`config.mk`:
```
export PLATFORM = sky130hd
export DESIGN_NAME = imem_load_arbiter
export DESIGN_NICKNAME = d
export VERILOG_FILES = /design/src/rtl/imem_load_arbiter.sv
export SDC_FILE = /design/constraint.sdc
export NUM_CORES = 1
export LEC_CHECK = 0
export CORE_AREA = 2 2 73 75
export DETAILED_ROUTE_END_ITERATION = 12
export DIE_AREA = 0 0 75 77
export PLACE_DENSITY = 0.93
export SYNTH_ARGS = -nofsm -noshare
export SYNTH_HDL_FRONTEND = slang
export SYNTH_SLANG_ARGS = --single-unit
```
`constraint.sdc`:
```
create_clock -name clk -period 4.4 [get_ports clk]
set_input_delay 1.1 -clock clk [delete_from_list [all_inputs] [get_ports clk]]
set_output_delay 1.1 -clock clk [all_outputs]
set_load 0.01 [all_outputs]
```
`src/rtl/imem_load_arbiter.sv`:
```
// Single-port instruction-memory owner: sequences the boot-time program load, then arbitrates
// fetch reads against loader hot-patch writes. Optional macro IMEM_BOUNDS_CHECK_EN drops out-of-range loader words.
module imem_load_arbiter #(
  parameter int ADDR_W    = 10,
  parameter int MAX_BURST = 4
) (
  input  logic              clk,
  input  logic              rst,
  input  logic              boot_start,
  input  logic              ld_valid,
  output logic              ld_ready,
  input  logic [31:0]       ld_addr,
  input  logic [31:0]       ld_data,
  input  logic              ld_last,
  input  logic              f_req,
  input  logic [31:0]       f_addr,
  output logic              f_gnt,
  output logic              f_stall,
  output logic              mem_en,
  output logic              mem_we,
  output logic [ADDR_W-1:0] mem_addr,
  output logic [31:0]       mem_wdata,
  output logic [1:0]        state,
  output logic [ADDR_W:0]   load_count,
  output logic              err
);

  localparam int STREAK_W = $clog2(MAX_BURST + 1);
  localparam logic [STREAK_W-1:0] BURST_LIMIT = STREAK_W'(MAX_BURST);
  localparam logic [ADDR_W:0]     DEPTH       = {1'b1, {ADDR_W{1'b0}}};

  typedef enum logic [1:0] {
    ST_IDLE = 2'd0,
    ST_LOAD = 2'd1,
    ST_RUN  = 2'd2,
    ST_BAD  = 2'd3
  } state_t;

  state_t                state_q, state_d;
  logic [ADDR_W:0]       count_q, count_d;
  logic                  err_q, err_d;
  logic [STREAK_W-1:0]   streak_q, streak_d;

  logic                  ld_win;
  logic                  f_win;
  logic                  ld_aligned;
  logic                  ld_in_range;
  logic                  ld_ok;
  logic [ADDR_W-1:0]     ld_word;
  logic [ADDR_W-1:0]     f_word;
  logic                  unused_bits;

  assign ld_word    = ld_addr[ADDR_W+1:2];
  assign f_word     = f_addr[ADDR_W+1:2];
  assign ld_aligned = (ld_addr[1:0] == 2'b00);

`ifdef IMEM_BOUNDS_CHECK_EN
  assign ld_in_range = (ld_addr[31:ADDR_W+2] == '0);
`else
  // Upper address bits are ignored: the word address wraps modulo the memory depth.
  assign ld_in_range = 1'b1;
`endif

  assign ld_ok       = ld_aligned & ld_in_range;
  assign unused_bits = ^{f_addr[31:ADDR_W+2], f_addr[1:0], ld_addr[31:ADDR_W+2]};

  // Port ownership and memory drive, decoded from registered state only.
  always_comb begin
    ld_win    = 1'b0;
    f_win     = 1'b0;
    ld_ready  = 1'b0;
    f_gnt     = 1'b0;
    f_stall   = 1'b1;
    mem_en    = 1'b0;
    mem_we    = 1'b0;
    mem_addr  = '0;
    mem_wdata = '0;
    case (state_q)
      ST_LOAD: begin
        ld_ready = 1'b1;
        ld_win   = ld_valid;
      end
      ST_RUN: begin
        // Loader wins conflicts until it has held the port MAX_BURST times in a row.
        if (ld_valid && (!f_req || streak_q != BURST_LIMIT)) begin
          ld_win = 1'b1;
        end else begin
          f_win = f_req;
        end
        ld_ready = ld_win;
        f_gnt    = f_win;
        f_stall  = f_req & ~f_win;
      end
      default: ;
    endcase
    if (ld_win) begin
      mem_en = ld_ok;
      mem_we = ld_ok;
      if (ld_ok) begin
        mem_addr  = ld_word;
        mem_wdata = ld_data;
      end
    end else if (f_win) begin
      mem_en   = 1'b1;
      mem_addr = f_word;
    end
  end

  always_comb begin
    state_d  = state_q;
    count_d  = count_q;
    err_d    = err_q;
    streak_d = '0;
    if (ld_win) begin
      if (ld_ok) begin
        if (count_q != DEPTH) begin
          count_d = count_q + 1'b1;
        end
      end else begin
        err_d = 1'b1;
      end
    end
    case (state_q)
      ST_LOAD: begin
        if (ld_valid && ld_last) begin
          state_d = ST_RUN;
        end
      end
      ST_RUN: begin
        if (f_req && ld_win) begin
          streak_d = streak_q + 1'b1;
        end
        // A reload overrides this cycle's bookkeeping, though the granted access still happens.
        if (boot_start) begin
          state_d  = ST_LOAD;
          count_d  = '0;
          err_d    = 1'b0;
          streak_d = '0;
        end
      end
      default: begin
        if (boot_start) begin
          state_d = ST_LOAD;
          count_d = '0;
          err_d   = 1'b0;
        end else begin
          state_d = ST_IDLE;
        end
      end
    endcase
  end

  always_ff @(posedge clk or posedge rst) begin
    if (rst) begin
      state_q  <= ST_IDLE;
      count_q  <= '0;
      err_q    <= 1'b0;
      streak_q <= '0;
    end else begin
      state_q  <= state_d;
      count_q  <= count_d;
      err_q    <= err_d;
      streak_q <= streak_d;
    end
  end

  assign state      = state_q;
  assign load_count = count_q;
  assign err        = err_q;

endmodule
```
# ---- Word-level counts from Yosys, hierarchy flattened
# Index checks and enable logic that the tools add are counted.
dict set report totals {
  wordCells 52
  input_bits 102
  ff_bits 17
  out_inout_bits 61
}
dict set report op_classes {
  mux 31
  n_addsub 2
  n_reduce_logical 7
  bitwise_logic 2
  n_eq_ne 6
}
# op count
set op_table {}
lappend op_table {{2-to-1 mux 32 bit} 2}
lappend op_table {{2-to-1 mux 11 bit} 5}
lappend op_table {{2-to-1 mux 10 bit} 3}
lappend op_table {{2-to-1 mux 1 bit} 13}
lappend op_table {{adder 11 x 1 -> 11 bit, second input constant} 1}
lappend op_table {{inequality test 11 bit, second input constant} 1}
lappend op_table {{2-to-1 mux 3 bit} 3}
lappend op_table {{2-to-1 mux 2 bit} 2}
lappend op_table {{inequality test 2 bit, second input constant} 2}
lappend op_table {{case mux 1 bit (2 select lines)} 2}
lappend op_table {{case mux 2 bit (2 select lines)} 1}
lappend op_table {{adder 3 x 1 -> 3 bit, second input constant} 1}
lappend op_table {{logical AND 1 bit} 3}
lappend op_table {{inequality test 3 bit, second input constant} 1}
lappend op_table {{== test 2 x 1 -> 1 bit, second input constant} 1}
lappend op_table {{== test 2 bit, second input constant} 1}
lappend op_table {{zero test 2 bit} 1}
lappend op_table {{AND reduction 2 bit} 1}
lappend op_table {{AND 1 bit} 1}
lappend op_table {{zero test 1 bit} 1}
lappend op_table {{logical OR 1 bit} 1}
lappend op_table {{inverter 1 bit} 1}

# ---- Longest topological paths before layout
# Gate-level depths: netlist of the first run.
dict set report depth {
  ltp_word 9
  ltp_mapped 8
  ltp_nobuf 7
}

# ---- Worst setup path before layout of the first run
# Ideal clock, no wire load.
dict set report synth_timing {
  path_kind {input port to output port}
  from {in ld_addr[1]}
  to {out mem_wdata[22]}
  n_path_buf 1
  path_slack_ps 1272
  arrival_ps 2028
  path_stages 5
  path_cell_list {nor2_1 > nand4_2 > inv_2 > clkbuf_1 > and2_1}
}
dict set report synth_between {
  elab_chain_cells 3
}
# element line
set synth_rtl {}
lappend synth_rtl {{from (decl)} 12} ;# input logic [31:0] ld_addr,
lappend synth_rtl {{zero test 2 bit} 55} ;# assign ld_aligned = (ld_addr[1:0] == 2'b00);
lappend synth_rtl {{2-to-1 mux 32 bit} 99} ;# if (ld_ok) begin
lappend synth_rtl {{2-to-1 mux 32 bit} 96} ;# if (ld_win) begin
lappend synth_rtl {{to (decl)} 22} ;# output logic [31:0] mem_wdata,
# Every way passes these cells.

# ---- Worst setup path in the final report of the first run
dict set report layout_timing {
  from {in f_req}
  to {out mem_addr[4]}
}
dict set report layout_between {
  elab_chain_cells 8
}
# element line
set layout_rtl {}
lappend layout_rtl {{from (decl)} 15} ;# input logic f_req,
lappend layout_rtl {{zero test 1 bit} 85} ;# if (ld_valid && (!f_req || streak_q != BURST_LIMIT)) begin
lappend layout_rtl {{logical OR 1 bit} 85}
lappend layout_rtl {{logical AND 1 bit} 85}
lappend layout_rtl {{2-to-1 mux 1 bit} 85}
lappend layout_rtl {{2-to-1 mux 1 bit (2 in a row)} 78} ;# case (state_q)
lappend layout_rtl {{2-to-1 mux 10 bit} 103} ;# end else if (f_win) begin
lappend layout_rtl {{2-to-1 mux 10 bit (*)} 96}
lappend layout_rtl {{to (decl)} 21} ;# output logic [ADDR_W-1:0] mem_addr,
# Mark *: on every way between the ends. The rest lies on a longest branch, timed or not. The select of a mux whose other input is x is not followed.

==> flow_summary.ini, run 1 <==
[floorplan]
dieArea_um2 = 5775
die_h_um = 77
initial_core_util_pct = 27.78
die_width_um = 75
rows = 26
ios = 163
core_um2 = 4977

[clocking]
ctsHtreeMaxLevel = 1
cts_sinks = 17
cts_root_buffer = clkbuf_8
cts_buffers = 3
cts_tree = built
insertion_delay_ps = 250
cts.repair.resized = 0
hold_buffers = 0
clk_pin_slew_ps = 70
cts_buffer_depth = 2
post-cts-setup-buffers = 0

[yosys]
synth_compound_area_share_pct = 18.64
synth_edf_count = 0
synth.distinct_cells = 40
synth_top_area_cell = dfrtp_1
syn_avg_cell_area_um2 = 8.279
synth_simple_gate_area_share_pct = 38.28
synthMuxAreaShare_pct = 0.7240
netlist.area_leader.share_pct = 30.77
yosys_warnings = 0
synth_top_family_by_area = simple AND/OR/NAND/NOR gates
syn-instance-count = 167
synth-async-reset-ratio_pct = 100.0
yosysSeqAreaShare_pct = 30.77
synth_xor_area_share_pct = 0.6335
synth_area_leaders = dfrtp_1 31%, and2_1 15%, a22o_1 6.3%
synth-seq-cells = 17
synth_area_um2 = 1383
synthFlopType = dfrtp_1
yosys.area_share.adder_pct = 5.430
synth_fp_nets = 275

[timing]
slew_violations = 0
relSlewSlack_pct = 54.45
period_share_pct = 94.69
setup_viol = 0
finalSetupTns_ps = 0
finalHoldViolations = 0
tightest_slew_ps = 681.9
fmax_mhz = 240.0
finalClockSkew_ps = 1.385
min_period_ps = 4166
rsz0062_at_grt = no

[routing]
drt-wirelength-per-cell_um = 13.33
drt_iter0_markers = 85
via_per_inst = 4.858
vias = 1744
dr.pass1.iters = 4
drt_wl_total_um = 4784
ant_nets = 0
drc = 0

[global_route]
grt_use_total_pct = 16.36
grt_overflow_total = 0
grt_antenna_before_repair = 0
grt_pass1_vias = 1696
grt_pass1_wl_um = 7638
grt_max_degree = 42

[setup_path]
reg2reg_slack_ps = 2420
arrival_ps = 3070
cp_data_required_time_ps = 3300
end_kind = output pin
cp_max_fo = 11
startpoint_type = input port
critPathKind = in -> out

[power]
power.density_nw_per_um2 = 240.5
p_leak_nw = 1.085
peakVddDrop_mv = 0.2295
power_uw = 656.8

[finish]
antenna_cells = 0
area_growth_pct = 97.56
layout-drive-gt1-share_pct = 5.536
final_nets = 398
fillers = 456
post-route-util_pct = 54.88

[run_status]
status = finished, final reports clean

[run]
max_cap_violations = 0

[hold_path]
holdCritPathClass = reg -> reg

[place]
place_hpwl_um = 3890
place.gp.congestion = 0.8189
io_buffers = 120
registers in the layout, summed over array words and instances, names as in the netlist:
| signal | count |
|---|---|
| load_count | 11 |
| streak_q | 3 |
| state | 2 |
| err | 1 |
per-stage QoR:
| step | std cells | setup slack, ps | hold WS [ps] | area, µm² |
|---|---|---|---|---|
| 2_1_floorplan | 167 | 1272 | 438.5 | 1383 |
| 3_3_place_gp | 355 | 273.3 | 456.4 | 2686 |
| 3_5_place_dp | 355 | 217.7 | 481.6 | 2686 |
| 4_1_cts | 359 | 218.0 | 491.3 | 2731 |
| 5_1_grt | 359 | 91.84 | 508.0 | 2731 |
| 6_report | 359 | 233.7 | 483.8 | 2731 |
power by group:
part           total (mW)  switching (mW)  leakage (nW)  internal, mW
clock network       0.118          0.0539        0.0228        0.0643
registers           0.185          0.0142         0.234         0.170
logic               0.354           0.156         0.828         0.198
worst paths after layout:
| kind | from | end | depth (start not counted) |
|---|---|---|---|
| min reg2reg | streak_q[0] | streak_q[0] | 1 |
| max | f_req | mem_addr[4] | 7 |
| max in group asynchronous | rst | load_count[5] | 2 |
| min in group asynchronous | rst | streak_q[2] | 2 |
| min | streak_q[0] | streak_q[0] | 1 |
| max reg2reg | state[0] | load_count[5] | 7 |
layout make-up:
| class | count | area (µm²) | area share (%) |
|---|---|---|---|
| multi-input cells | 132 | 880.8 | 32.25 |
| well taps | 70 | 87.58 | 3.207 |
| flip-flops and latches | 17 | 425.4 | 15.57 |
| inverters | 11 | 41.29 | 1.512 |
| clock buffers | 4 | 45.04 | 1.649 |
| repair buffers | 125 | 1251 | 45.81 |
layout by cell type (no fill, tap or decap), types with 2 or more instances in the layout:
master / synthesis / final
a21oi_1: 15 / 15
or4_1: 3 / 3
and3_1: 2 / 2
o21ai_0: 8 / 8
nor3_1: 3 / 3
o31ai_1: 3 / 3
clkbuf_8: 0 / 3
a22o_1: 10 / 10
nor2_1: 3 / 3
buf_4: 1 / 4
nand4_1: 3 / 3
o21a_1: 2 / 2
clkdlybuf4s50_1: 0 / 120
or3_1: 3 / 3
nand3_1: 8 / 8
dfrtp_1: 17 / 17
nor4_1: 3 / 3
ha_1: 6 / 6
nand2_1: 10 / 10
and2_1: 33 / 33
nor2b_1: 2 / 2
inv_1: 10 / 10
metal layers:
| layer | GRT usage (%) | part of all wire [%] | routed length [µm] |
|---|---|---|---|
| met5 | 0 | 0 | 0 |
| met4 | 3.393 | 0.71 | 34 |
| met3 | 5.125 | 9.9 | 474 |
| met2 | 28.25 | 51 | 2440 |
| met1 | 19.47 | 38 | 1835 |
worst max-delay path: stages:
cell	delay (ps)
clkdlybuf4s50_1	570
nand3_1	180
o21bai_1	190
a21oi_1	150
buf_4	190
a22o_1	140
clkdlybuf4s50_1	540
Yosys cell counts, types with 2 or more instances:
cell,number
inv_1,10
or3_1,3
nand3_1,8
nand2_1,10
dfrtp_1,17
nand4_1,3
nor4_1,3
o31ai_1,3
o21a_1,2
and2_1,33
and3_1,2
or4_1,3
nor2_1,3
nor3_1,3
o21ai_0,8
a22o_1,10
nor2b_1,2
a21oi_1,15
ha_1,6
buf_2,3
logic make-up (layout without fill, tap and decap cells):
| kind of cell | after synthesis | in the layout |
|---|---|---|
| AOI/OAI and AO/OA | 40 | 40 |
| DFF | 17 | 17 |
| buffers and inverters | 18 | 140 |
| and+or+nand+nor | 84 | 84 |
| muxes | 1 | 1 |
| xor gates and xnor gates | 1 | 1 |
| adders and majority gates | 6 | 6 |
(Power assumes the default switching activity.)
==> inputs of run 2 (changes only) <==
--- a/config.mk
+++ b/config.mk
@@ -5,10 +5,10 @@
 export SDC_FILE = /design/constraint.sdc
 export NUM_CORES = 1
 export LEC_CHECK = 0
-export CORE_AREA = 2 2 73 75
+export CORE_AREA = 2 2 83 65
 export DETAILED_ROUTE_END_ITERATION = 12
-export DIE_AREA = 0 0 75 77
-export PLACE_DENSITY = 0.93
+export DIE_AREA = 0 0 85 67
+export PLACE_DENSITY = 0.95
 export SYNTH_ARGS = -nofsm -noshare
 export SYNTH_HDL_FRONTEND = slang
 export SYNTH_SLANG_ARGS = --single-unit
==> flow_summary.ini, run 2 (synthesis results as in run 1) <==
[run]
max_cap_violations = 0

[setup_path]
arrival_ps = 3110
end_kind = output pin
cp_data_required_time_ps = 3300
cp_max_fo = 11
critPathKind = in -> out
startpoint_type = input port

[routing]
ant_nets = 0
drt_iter0_markers = 60
via_per_inst = 4.880
dr.pass1.iters = 4
drt_wl_total_um = 4767
drc = 0
vias = 1703
drt-wirelength-per-cell_um = 13.66

[global_route]
grt_pass1_wl_um = 7141
grt_max_degree = 31
grt_antenna_before_repair = 0
grt_overflow_total = 0
grt_use_total_pct = 15.78
grt_pass1_vias = 1592

[finish]
area_growth_pct = 96.74
layout-drive-gt1-share_pct = 5.882
antenna_cells = 0
final_cells = 349
layout.cells.most_common_list = 120 x clkdlybuf4s50_1, 33 x and2_1, 17 x dfrtp_1, 15 x a21oi_1
final_nets = 398
mostFrequentLayoutCell = clkdlybuf4s50_1
largest_reg_flops = 11

[timing]
finalHoldViolations = 0
slew_violations = 0
finalClockSkew_ps = 4.562
setup_viol = 0
relSlewSlack_pct = 53.08
min_period_ps = 4205
finalSetupTns_ps = 0
rsz0062_at_grt = no
tightest_slew_ps = 702.3
period_share_pct = 95.58
fmax_mhz = 237.8

[clocking]
cts_root_buffer = clkbuf_8
hold_buffers = 0
cts.repair.resized = 0
post-cts-setup-buffers = 0
insertion_delay_ps = 250
cts_buffer_depth = 2
clk_pin_slew_ps = 70
cts_buffers = 3
ctsHtreeMaxLevel = 1
cts_tree = built
cts_sinks = 17

[floorplan]
dieArea_um2 = 5695
core_um2 = 4817
ios = 163
die_h_um = 67
initial_core_util_pct = 28.70
rows = 22
die_width_um = 85

[place]
placedCellCount = 345
io_buffers = 120
place.gp.congestion = 0.8345
place_hpwl_um = 3975

[run_status]
status = finished, final reports clean

[power]
power_uw = 657.3
p_leak_nw = 1.089
power.density_nw_per_um2 = 241.7
peakVddDrop_mv = 0.1589

[hold_path]
holdCritPathClass = reg -> reg
-- run 2: cell type report --
cell class,count,area [µm²]
Fill cell,406,2097
Timing Repair Buffer,125,1251
Inverter,11,41.29
Multi-Input combinational cell,132,880.8
Clock buffer,3,41.29
Clock inverter,1,5.005
Tap cell,60,75.07
Sequential cell,17,425.4
-- run 2: critical path, stage by stage --
cell and delay, ps:
clkdlybuf4s50_1 580, nand3_1 170, o21bai_1 190, a21oi_1 160
buf_4 190, a22o_1 170, clkdlybuf4s50_1 550
-- run 2: worst paths after layout --
kind / cells after the start / from / to / slack (ps)
max: 7 / f_req / mem_addr[3] / 190
min in group asynchronous: 2 / rst / load_count[8] / 1230
min reg2reg: 1 / streak_q[0] / streak_q[0] / 490
min: 1 / streak_q[0] / streak_q[0] / 490
max in group asynchronous: 2 / rst / state[0] / 2750
max reg2reg: 7 / state[0] / load_count[5] / 2420
-- run 2: routing by layer --
metal / vias to the layer above / share of wire, % / global-route usage (%)
met3: 4 / 7.4 / 3.841
met1: 783 / 39 / 17.86
met2: 78 / 53 / 29.88
met4: 0 / 1.1 / 3.770
met5: - / 0 / 0
li1: 838 / - / -
-- run 2: stage by stage --
| step | hold slack [ps] | setup slack [ps] | instance area [µm²] | utilization, % |
|---|---|---|---|---|
| 3_3_place_gp | 458.4 | 227.4 | 2674 | 55.51 |
| 3_5_place_dp | 483.0 | 223.1 | 2674 | 55.51 |
| 4_1_cts | 495.3 | 205.2 | 2720 | 56.47 |
| 5_1_grt | 516.4 | 65.43 | 2720 | 56.47 |
| 2_1_floorplan | 438.5 | 1272 | 1383 | - |
| 6_report | 489.9 | 194.7 | 2720 | 56.47 |
-- run 2: where the power goes --
group	internal (mW)	total (mW)	switching, mW
Sequential	0.170	0.185	0.0141
Clock	0.0629	0.119	0.0560
Combinational	0.198	0.354	0.156
==> edit, RTL diff (flow settings as in run 2) <==
`ADDR_W`: 10 -> 9.
--- a/src/rtl/imem_load_arbiter.sv
+++ b/src/rtl/imem_load_arbiter.sv
@@ -1,7 +1,7 @@
 // Single-port instruction-memory owner: sequences the boot-time program load, then arbitrates
 // fetch reads against loader hot-patch writes. Optional macro IMEM_BOUNDS_CHECK_EN drops out-of-range loader words.
 module imem_load_arbiter #(
-  parameter int ADDR_W    = 10,
+  parameter int ADDR_W    = 9,
   parameter int MAX_BURST = 4
 ) (
   input  logic              clk,
Interface: changed (resized load_count and mem_addr); port bits go from 163 to 161. The function was not compared with the original's and may differ.
==> edit against run 2 <==
Clock skew decreased by 3.1 ps; critical endpoint is now mem_addr[0]; critical path depth unchanged; sequential cell count decreased by 1; largest power group unchanged; worst setup slack improved by 31 ps; sequential share of layout area decreased by 0.20 points; total power decreased by 6.2%; final area decreased by 4.6%; core utilization decreased by 2.6 points; routed wire length decreased by 7.3%; area after synthesis decreased by 4.7%.
==> edit: results (changes against run 2) <==
stage	metric	value	unit	change
layout	final net count	382		was 398
drt	DR WL/cell	13.3	um	was 13.7 um
grt	met3 Usage GRT	4.58	%	was 3.84%
placement	Post-Place Cell Area	2540	um2	was 2670 um2
timing	Slew @ Worst Pin	651	ps	was 702 ps
drt	initial DRC count	66		was 60
grt	M1 GR Usage	17.6	%	was 17.9%
drt	Detailed Routing Iterations Pass 1	6		was 4
worst_setup_path	crit path DAT	3070	ps	was 3110 ps
placement	placed insts	329		was 345
placement	# port buffers	116		was 120
placement	gpl congestion	0.848		was 0.835
worst_setup_path	reg-to-reg setup timing slack	2270	ps	was 2420 ps
worst_setup_path	worst r2r src	state[1]		was state[0]
worst_setup_path	Reg2Reg Capture Point	load_count[6]		was load_count[5]
timing	Clock Skew	1.43	ps	was 4.56 ps
grt	vias in the first global route	1470		was 1592
grt	first-pass GRT wire length	6.80	mm	was 7.14 mm
layout	layout cells sized above 1	4.40	%	was 5.88%
power	Sw Ratio	32.7	%	was 34.3%
status	run status	completed		unchanged
layout	Area Overhead vs Synth	96.9	%	was 96.7%
worst_setup_path	CP Max Fanout	48		was 11
yosys	Synth area leaders	dfrtp_1 (30%), and2_1 (15%), a22o_1 (6.0%), ha_1 (5.7%), a21oi_1 (5.3%)		was dfrtp_1 (31%), and2_1 (15%), a22o_1 (6.3%), a21oi_1 (5.4%), ha_1 (5.4%)
timing	hold slack	459	ps	was 490 ps
edit: changes by cell type after synthesis, moves of 3 or more:
cell / before / now
clkbuf_1: 1 / 4
nand3_1: 8 / 4
nor2_1: 3 / 7
o21ai_0: 8 / 5
nor4_1: 3 / 0
edit: layout make-up:
type / instances / area [um2]
Tap cell: 60 / 75.1
Sequential cell: 16 / 400
Inverter: 11 / 41.3
Fill cell: 455 / 2220
Clock buffer: 4 / 55.1
Timing Repair Buffer: 119 / 1200
Multi-Input combinational cell: 123 / 826
edit: power by group through the flow:
stage               clock (mW)  combinational [mW]  sequential (mW)
floorplan                    0               0.149            0.179
global placement             0               0.302            0.176
detailed placement           0               0.308            0.176
CTS                      0.137               0.310            0.174
global route             0.144               0.334            0.175
finish                   0.135               0.308            0.174
edit: cells by family (layout without fill, tap and decap cells):
logic type	count (synthesis)	in the layout	synth area share, %
and+or+nand+nor	77	77	34.9
AOI/OAI and AO/OA	38	38	20.6
buffers and inverters	20	134	6.93
DFF	16	16	30.4
adders and majority gates	6	6	5.70
xor gates and xnor gates	1	1	0.665
muxes	1	1	0.760
edit: worst max path at each step:
stage / slack [ps] / start / depth (start not counted) / end
global route: 120 / ld_valid / 7 / mem_addr[0]
detailed placement: 230 / ld_valid / 7 / mem_addr[0]
CTS: 220 / ld_valid / 7 / mem_addr[0]
global placement: 260 / f_req / 7 / mem_addr[0]
floorplan: 1200 / ld_addr[1] / 6 / mem_wdata[10]
finish: 230 / ld_valid / 7 / mem_addr[0]
edit: critical path: stages:
cell	delay [ps]
clkdlybuf4s50_1	580
and2b_2	220
o2111ai_4	120
inv_1	120
buf_12	200
a22o_1	190
clkdlybuf4s50_1	540
edit: metal layers:
| metal | up-vias | share of wire (%) |
|---|---|---|
| met5 | - | 0 |
| met4 | 0 | 0.38 |
| met2 | 65 | 51 |
| met3 | 2 | 7.6 |
| met1 | 730 | 41 |
| li1 | 781 | - |
